### src/rtl/tappy_pkg.sv
// -----------------------------------------------------------------------------
// tappy_pkg
// Shared definitions for the PS/2 host transmitter (tappy_tx) and its
// companion receiver.
//   tappy_state_e   : frame state enum, ordering shared with the receiver
//   PS2_FRAME_BITS  : start + 8 data + parity + stop
//   PS2_DATA_BITS   : payload bits per frame
//   odd_parity()    : parity bit that makes the 9-bit {parity, data} odd
// The timeout feature of tappy_tx is selected with TAPPY_TX_TIMEOUT_EN.
// -----------------------------------------------------------------------------
package tappy_pkg;

   typedef enum logic [2:0] {
      ST_IDLE,
      ST_INHIBIT,
      ST_RTS,
      ST_DATA,
      ST_PRTY,
      ST_STOP,
      ST_ACK,
      ST_WAIT
   } tappy_state_e;

   localparam int unsigned PS2_FRAME_BITS = 11;
   localparam int unsigned PS2_DATA_BITS  = 8;

   function automatic logic odd_parity(input logic [7:0] data);
      return ~^data;
   endfunction

endpackage

### src/rtl/tappy_sync.sv
// -----------------------------------------------------------------------------
// tappy_sync
// Two-flop synchroniser for one PS/2 line plus a single-cycle falling-edge
// detector on the synchronised value. Flops reset to 1 (idle bus level) so
// no edge is reported when reset is released.
// Ports:
//   sysclk : system clock
//   rst_n  : asynchronous reset, active low
//   din    : raw PS/2 line
//   dout   : synchronised line
//   fall   : high for one cycle when dout goes 1 -> 0
// -----------------------------------------------------------------------------
module tappy_sync (
   input  logic sysclk,
   input  logic rst_n,
   input  logic din,
   output logic dout,
   output logic fall
);

   logic meta_q, meta_d;
   logic sync_q, sync_d;
   logic prev_q, prev_d;

   always_comb begin
      meta_d = din;
      sync_d = meta_q;
      prev_d = sync_q;
   end

   always_ff @(posedge sysclk or negedge rst_n) begin
      if (!rst_n) begin
         meta_q <= 1'b1;
         sync_q <= 1'b1;
         prev_q <= 1'b1;
      end else begin
         meta_q <= meta_d;
         sync_q <= sync_d;
         prev_q <= prev_d;
      end
   end

   assign dout = sync_q;
   assign fall = prev_q & ~sync_q;

endmodule

### src/rtl/tappy_tx.sv
// -----------------------------------------------------------------------------
// tappy_tx
// PS/2 host-to-device transmitter. Sends one command byte to a keyboard over
// the open-drain clk/dat lines: inhibits the clock, issues request-to-send,
// then shifts start/data/parity/stop on device clock falling edges and checks
// the device acknowledge.
// Parameters:
//   INHIBIT_CYCLES : sysclk cycles the clock line is held low before RTS
//   TIMEOUT_CYCLES : sysclk cycles allowed between device clock falls
//                    (only with TAPPY_TX_TIMEOUT_EN defined)
// Ports:
//   sysclk, rst_n  : system clock, asynchronous active-low reset
//   clk, dat       : PS/2 lines (synchronised internally)
//   word, valid    : byte to send and request, accepted when valid && ready
//   ready          : high in IDLE
//   clk_oe, dat_oe : 1 = pull the line low, 0 = release
//   busy           : high in every state except IDLE
//   done, err      : one-cycle pulses in the terminating cycle
// Optional feature macro: TAPPY_TX_TIMEOUT_EN
// -----------------------------------------------------------------------------
module tappy_tx #(
   parameter int unsigned INHIBIT_CYCLES = 16,
   parameter int unsigned TIMEOUT_CYCLES = 2000
) (
   input  logic       sysclk,
   input  logic       rst_n,
   input  logic       clk,
   input  logic       dat,
   input  logic [7:0] word,
   input  logic       valid,
   output logic       ready,
   output logic       clk_oe,
   output logic       dat_oe,
   output logic       busy,
   output logic       done,
   output logic       err
);

   import tappy_pkg::*;

   localparam int unsigned INH_W = (INHIBIT_CYCLES > 1) ? $clog2(INHIBIT_CYCLES) : 1;
   localparam int unsigned BIT_W = $clog2(PS2_FRAME_BITS);
   localparam int unsigned CNT_W = (INH_W > BIT_W) ? INH_W : BIT_W;

   tappy_state_e     state_q, state_d;
   logic [7:0]       shift_q, shift_d;
   logic             parity_q, parity_d;
   logic [CNT_W-1:0] count_q, count_d;
   logic             clk_oe_q, clk_oe_d;
   logic             dat_oe_q, dat_oe_d;
   logic             done_c, err_c;

   logic clk_sync, clk_fall;
   logic dat_sync, unused_dat_fall;

   tappy_sync u_clk_sync (
      .sysclk (sysclk),
      .rst_n  (rst_n),
      .din    (clk),
      .dout   (clk_sync),
      .fall   (clk_fall)
   );

   tappy_sync u_dat_sync (
      .sysclk (sysclk),
      .rst_n  (rst_n),
      .din    (dat),
      .dout   (dat_sync),
      .fall   (unused_dat_fall)
   );

`ifdef TAPPY_TX_TIMEOUT_EN
   localparam int unsigned TO_W = (TIMEOUT_CYCLES > 1) ? $clog2(TIMEOUT_CYCLES) : 1;

   logic [TO_W-1:0] to_cnt_q, to_cnt_d;
   logic            timeout;

   // Held at zero through IDLE/INHIBIT, which also gives the clear on RTS entry.
   always_comb begin
      to_cnt_d = to_cnt_q;
      if (state_q == ST_IDLE || state_q == ST_INHIBIT || clk_fall) begin
         to_cnt_d = '0;
      end else if (to_cnt_q != TO_W'(TIMEOUT_CYCLES - 1)) begin
         to_cnt_d = to_cnt_q + TO_W'(1);
      end
   end

   always_ff @(posedge sysclk or negedge rst_n) begin
      if (!rst_n) begin
         to_cnt_q <= '0;
      end else begin
         to_cnt_q <= to_cnt_d;
      end
   end

   // A fall arriving in the same cycle as expiry keeps the frame alive.
   assign timeout = (state_q != ST_IDLE) && (state_q != ST_INHIBIT) &&
                    !clk_fall && (to_cnt_q == TO_W'(TIMEOUT_CYCLES - 1));
`else
   localparam int unsigned UNUSED_TIMEOUT_CYCLES = TIMEOUT_CYCLES;
`endif

   always_comb begin
      state_d  = state_q;
      shift_d  = shift_q;
      parity_d = parity_q;
      count_d  = count_q;
      clk_oe_d = clk_oe_q;
      dat_oe_d = dat_oe_q;
      done_c   = 1'b0;
      err_c    = 1'b0;

      unique case (state_q)
         ST_IDLE: begin
            if (valid) begin
               shift_d  = word;
               parity_d = odd_parity(word);
               count_d  = '0;
               clk_oe_d = 1'b1;
               dat_oe_d = 1'b0;
               state_d  = ST_INHIBIT;
            end
         end
         ST_INHIBIT: begin
            if (count_q == CNT_W'(INHIBIT_CYCLES - 1)) begin
               count_d  = '0;
               clk_oe_d = 1'b0;
               dat_oe_d = 1'b1;          // start bit
               state_d  = ST_RTS;
            end else begin
               count_d  = count_q + CNT_W'(1);
            end
         end
         ST_RTS: begin
            if (clk_fall) begin
               state_d = ST_DATA;
            end
         end
         ST_DATA: begin
            if (clk_fall) begin
               dat_oe_d = ~shift_q[0];
               shift_d  = {1'b0, shift_q[7:1]};
               count_d  = count_q + CNT_W'(1);
               if (count_q == CNT_W'(PS2_DATA_BITS - 1)) begin
                  state_d = ST_PRTY;
               end
            end
         end
         ST_PRTY: begin
            if (clk_fall) begin
               dat_oe_d = ~parity_q;
               state_d  = ST_STOP;
            end
         end
         ST_STOP: begin
            if (clk_fall) begin
               dat_oe_d = 1'b0;          // stop bit
               state_d  = ST_ACK;
            end
         end
         ST_ACK: begin
            if (clk_fall) begin
               if (!dat_sync) begin
                  state_d = ST_WAIT;
               end else begin
                  err_c    = 1'b1;
                  dat_oe_d = 1'b0;
                  clk_oe_d = 1'b0;
                  state_d  = ST_IDLE;
               end
            end
         end
         ST_WAIT: begin
            if (clk_sync && dat_sync) begin
               done_c  = 1'b1;
               state_d = ST_IDLE;
            end
         end
         default: begin
            state_d = ST_IDLE;
         end
      endcase

`ifdef TAPPY_TX_TIMEOUT_EN
      if (timeout && !done_c) begin
         err_c    = 1'b1;
         clk_oe_d = 1'b0;
         dat_oe_d = 1'b0;
         state_d  = ST_IDLE;
      end
`endif
   end

   always_ff @(posedge sysclk or negedge rst_n) begin
      if (!rst_n) begin
         state_q  <= ST_IDLE;
         shift_q  <= '0;
         parity_q <= 1'b0;
         count_q  <= '0;
         clk_oe_q <= 1'b0;
         dat_oe_q <= 1'b0;
      end else begin
         state_q  <= state_d;
         shift_q  <= shift_d;
         parity_q <= parity_d;
         count_q  <= count_d;
         clk_oe_q <= clk_oe_d;
         dat_oe_q <= dat_oe_d;
      end
   end

   assign ready  = (state_q == ST_IDLE);
   assign busy   = (state_q != ST_IDLE);
   assign clk_oe = clk_oe_q;
   assign dat_oe = dat_oe_q;
   assign done   = done_c;
   assign err    = err_c;

endmodule

### config.mk
export PLATFORM = sky130hd
export DESIGN_NAME = tappy_tx
export DESIGN_NICKNAME = d
export VERILOG_FILES = /design/src/rtl/tappy_pkg.sv /design/src/rtl/tappy_sync.sv /design/src/rtl/tappy_tx.sv
export SDC_FILE = /design/constraint.sdc
export NUM_CORES = 1
export LEC_CHECK = 0
export BUFFER_PORTS_ARGS = -buffer_cell sky130_fd_sc_hd__buf_4
export CORE_MARGIN = 2
export CORE_UTILIZATION = 41
export DETAILED_ROUTE_END_ITERATION = 12
export SYNTH_ARGS = -nofsm -noshare
export SYNTH_HDL_FRONTEND = slang
export SYNTH_SLANG_ARGS = --single-unit
### constraint.sdc
create_clock -name sysclk -period 1.6 [get_ports sysclk]
set_input_delay 0.24 -clock sysclk [delete_from_list [all_inputs] [get_ports sysclk]]
set_output_delay 0.24 -clock sysclk [all_outputs]
set_load 0.03 [all_outputs]
# Word level (Yosys, flattened, before mapping)
# Cells that the tools add are included.
[word_totals]
reg_bits = 23
out_inout_bits = 6
wordCells = 83
[classes]
add_sub_neg = 1
eq_ne = 19
n_mux = 34
n_bitwise = 4
reduce_logical = 14
[ops]
columns = ["operator", "count"]
rows = [
  ["2-to-1 mux 3 bit", 10],
  ["case mux 3 bit (8 select lines)", 1],
  ["!= test 2 bit, second input constant", 9],
  ["2-to-1 mux 8 bit", 2],
  ["case mux 8 bit (2 select lines)", 1],
  ["2-to-1 mux 1 bit", 14],
  ["== test 3 bit, second input constant", 4],
  ["2-to-1 mux 4 bit", 3],
  ["case mux 4 bit (3 select lines)", 1],
  ["AND reduction 9 bit", 1],
  ["nonzero test 3 bit", 3],
  ["AND reduction 8 bit", 1],
  ["XNOR reduction 8 bit", 1],
  ["== test 3 x 2 -> 1 bit, second input constant", 2],
  ["case mux 1 bit (6 select lines)", 1],
  ["AND reduction 3 bit", 2],
  ["nonzero test 6 bit", 1],
  ["AND reduction 5 bit", 1],
  ["adder 4 x 1 -> 4 bit, second input constant", 1],
  ["== test 4 x 3 -> 1 bit, second input constant", 1],
  ["== test 4 bit, second input constant", 1],
  ["== test 3 x 1 -> 1 bit, second input constant", 1],
  ["logical NOT 3 bit", 1],
  ["inverter 1 bit", 3],
  ["6 further kinds", 6],
]

# Logic depth before layout (Yosys ltp)
[logic_depth]
ltp_word = 4
ltp_mapped = 7
depth_no_buf = 6

# Cells and area by module
# Synthesis repeated with hierarchy kept, for this count alone.
[unflattened]
hier_cells = 138
area_unflattened_um2 = 1356.3
[by_module_without_submodules]
columns = ["mod", "n_inst", "cells_each", "area_each_um2", "seq_area_each_um2"]
rows = [
  ["tappy_tx", 1, 130, 1171.1, 450.4],
  ["tappy_sync", 2, 4, 92.6, 78.8],
]

# Worst setup path after synthesis
# Ideal clock, no wire load.
[synth_path]
kind = "register to register"
start = "register state_q[1]"
end = "register state_q[0]"
setup_ps = 125
arrival_time_ps = 1571
t_required_ps = 1475
slack_ps = -96
stages_incl_launch_ff = 7
path_buffers = 1
period_less_slack_ps = 1696
path_cell_list = "dfrtp_1 > buf_6 > nor3_4 > inv_2 > o21ai_1 > nor2_2 > mux2_4"
[synth_between]
elab_chain_len = 3
elab_cells_between_ends = 19
cone_classes = "eq/ne: 16; mux: 1; reduce/logical: 2"
[synth_rtl]
columns = ["item", "line_no", "source"]
rows = [
  ["start, declared", "tappy_tx.sv:45", "tappy_state_e state_q, state_d;"],
  ["start signal, assigned", "tappy_tx.sv:203", "state_q <= state_d;"],
  ["logical NOT 3 bit (*)", "-", ""],
  ["net ready", "tappy_tx.sv:31", "output logic ready,"],
  ["!= test 2 bit (no line)", "-", ""],
  ["AND reduction 9 bit (no line)", "-", ""],
]
# The timed path passes the listed nets; every way through them passes the cells marked *.
# A chain may end at the register's enable or synchronous reset.

# Final worst setup path
[layout_path]
start = "register u_clk_sync.sync_q (netlist: u_clk_sync.dout)"
end = "output port done"
[layout_between]
elab_chain_len = 3
[layout_rtl]
columns = ["item", "line_no", "source"]
rows = [
  ["start, declared", "tappy_sync.sv:22", "logic sync_q, sync_d;"],
  ["start signal, assigned", "tappy_sync.sv:38", "sync_q <= sync_d;"],
  ["logical AND 1 bit", "tappy_tx.sv:174", "if (clk_sync && dat_sync) begin"],
  ["2-to-1 mux 1 bit", "tappy_tx.sv:174", ""],
  ["2-to-1 mux 1 bit", "tappy_tx.sv:113", "unique case (state_q)"],
  ["end, declared", "tappy_tx.sv:35", "output logic done,"],
]
# No other way between the ends.

==> results.txt <==
Gate power share: 61.6%
Die height: 61.5 µm
Final wirelength: 3140 µm
Iter 0 DRT Violations: 36
Area Overhead vs Synth: 44.0%
Crit Path Class: flip-flop to primary output
Syn Nets: 145
Critical Path RT: 1.36 ns
Total power: 3.31 mW
Total track usage: 17.5%
Io pins: 19
DR vias/cell: 5.11
Layout Nets: 197
RSZ-0062 raised after global routing: true
Critical Path Start Type: flip-flop
Top post-synthesis cells by count: dfrtp_1, nand2_1, a21oi_1, nor2_1, mux2i_1
Leakage: 0.860 nW
Via count: 1,154
Distinct cells, synth: 43
CTS tree: built
Initial Util: 43.7%
Clock Latency Late Sink: 0.31 ns
EDFF count, synth: 0
H-tree levels: 1
Crit path capture type: primary output
Final worst slack: -0.0386 ns
Share of the synthesized area in the top cell type: 33.2%
Place WS: -0.0279 ns
Placed inst area: 1620 µm²
Post-DP HPWL: 2010 µm
Seq/Total Area, Yosys: 42.9%
Placer Congestion: 0.791
MaxCap Viol Count: 0
VDD IR-drop max: 0.690 mV
Largest net degree at the start of global routing: 24
Seq pwr share: 29.9%
Non-Filler Instances: 226
ANT cells: 0
Fin crit share: 102%
Max-slew violation count: 0
Failing checks: negative setup slack
Worst hold path type: input port to flip-flop
Slew margin rel.: 77.6%
Clock net sink count: 23
CP arrival: 1.40 ns
Clock power share: 8.5%
FFs w/ async S/R, synth: 100%
Status: finished, violations left
Primary FF master, synth: dfrtp_1
Setup skew after layout: 0.00273 ns
Final Hold Viols: 0
Avg Cell Area, Syn: 10.3 µm²
Pint: 1.96 mW
Netlist Area Pre-Place: 1360 µm²
Core Rows: 20
Worst-margin pin slew: 0.335 ns
Number of global-route vias before repair: 1,116
Initial antenna violation count: 0
Die X: 61.5 µm
Share of layout cells above drive strength 1: 51.6%
Switching Fraction: 40.8%
Clock Path Buffers: 2
Top cells by area, synth: dfrtp_1, dfstp_2, mux2i_1
Port Buffers: 18
Cell with the most instances after synthesis: dfrtp_1
Highest clock rate: 610 MHz
Power Density: 1700 nW/µm²
ANT nets after route: 0
Cells after Synth: 131
CTS Buf Count: 3
Final Cell Area: 1950 µm²
DP Cell Count: 202
Reg clk slew, reported paths: 0.14 ns
Yosys reg bits: 23
Util after Layout: 62.9%
Yosys top cell by area: dfrtp_1
DR DRC count: 0
Setup TNS: -0.109 ns
Crit Path Max Fanout: 3
Post-layout minimum cycle time: 1.64 ns
Core Footprint: 3100 µm²
First-pass GRT wire length: 4940 µm
Final setup viols: 4
Drt first pass iters: 4
Synth warn: 0
DR WL/cell: 13.9 µm
P_sw: 1.35 mW
Hold Slack: 0.164 ns
Die area: 3780 µm²
Remaining Overflow, GRT: 0
Clock Tree Root: clkbuf_4
[cell usage in the layout (no fill, tap or decap), drive strengths merged, types with 2 or more instances in the layout]
| cell type | count |
|---|---|
| dfrtp | 18 |
| o21ai | 11 |
| xnor2 | 6 |
| clkbuf | 4 |
| dlygate4sd3 | 3 |
| nand2 | 13 |
| mux2i | 7 |
| nor2 | 13 |
| mux2 | 2 |
| o31ai | 2 |
| nor3 | 4 |
| nand3 | 6 |
| inv | 3 |
| a21oi | 14 |
| buf | 49 |
| dfstp | 5 |
| nor2b | 4 |
[cell type report]
type / count / area, µm²
Clock buffer: 3 / 22.5
Clock inverter: 1 / 5.00
Fill cell: 249 / 1150
Inverter: 3 / 11.3
Multi-Input combinational cell: 99 / 779
Sequential cell: 23 / 586
Tap cell: 44 / 55.1
Timing Repair Buffer: 53 / 493
[registers in the layout (all words and copies together) (netlist names)]
signal / count
clk_oe: 1
u_dat_sync.meta_q: 1
state_q: 3
u_clk_sync.meta_q: 1
dat_oe: 1
u_clk_sync.prev_q: 1
parity_q: 1
shift_q: 8
count_q: 4
u_clk_sync.dout: 1
u_dat_sync.dout: 1
[power by group through the flow]
stage | sequential, mW | combinational (mW) | clock, mW
after detailed placement | 1.04 | 1.53 | 0
after floorplan | 0.959 | 1.20 | 0
final | 0.990 | 2.04 | 0.283
after CTS | 0.972 | 1.88 | 0.288
after global placement | 1.03 | 1.50 | 0
after global routing | 1.02 | 2.20 | 0.316
[worst paths after layout]
check	startpoint	to	slack (ns)	cells after the start
setup / recovery	u_clk_sync.dout	done	-0.04	5
hold / removal	word[7]	shift_q[7]	0.16	2
setup reg to reg	u_clk_sync.prev_q	state_q[0]	-0.04	5
hold reg to reg	u_dat_sync.meta_q	u_dat_sync.dout	0.37	0
max in group asynchronous	rst_n	u_dat_sync.meta_q	0.97	2
min in group asynchronous	rst_n	state_q[0]	0.34	2
[critical path, stage by stage (launching register included)]
cell,delay (ns)
dfstp_2,0.57
buf_6,0.12
nand2_4,0.06
nor2_4,0.12
buf_6,0.10
buf_6,0.12
[repair_timing]
| action | in CTS | in global routing |
|---|---|---|
| endpoints found under the hold margin | 18 | 2 |
| hold buffers | 1 | 2 |
| gates resized for setup | 18 | 14 |
| cloned | 0 | 1 |
| pin swaps | 4 | 4 |
| buffers inserted | 13 | 3 |
| setup endpoints to repair | 6 | 16 |
[kinds of logic after synthesis]
| family | share of synthesized area (%) |
|---|---|
| xor+xnor | 4.52 |
| buf+inv | 5.54 |
| mux | 7.39 |
| simple gates | 19.7 |
| fa+ha+maj | 0.923 |
| compound gates | 19.0 |
| flops | 42.9 |
[per-layer routing]
layer  wire length (µm)  track usage [%]
met1               1420             22.4
met2               1600             30.5
met3                 92             2.52
met4                 34             5.47
met5                  0                0
No activity file was read; power rests on OpenSTA's default activity.
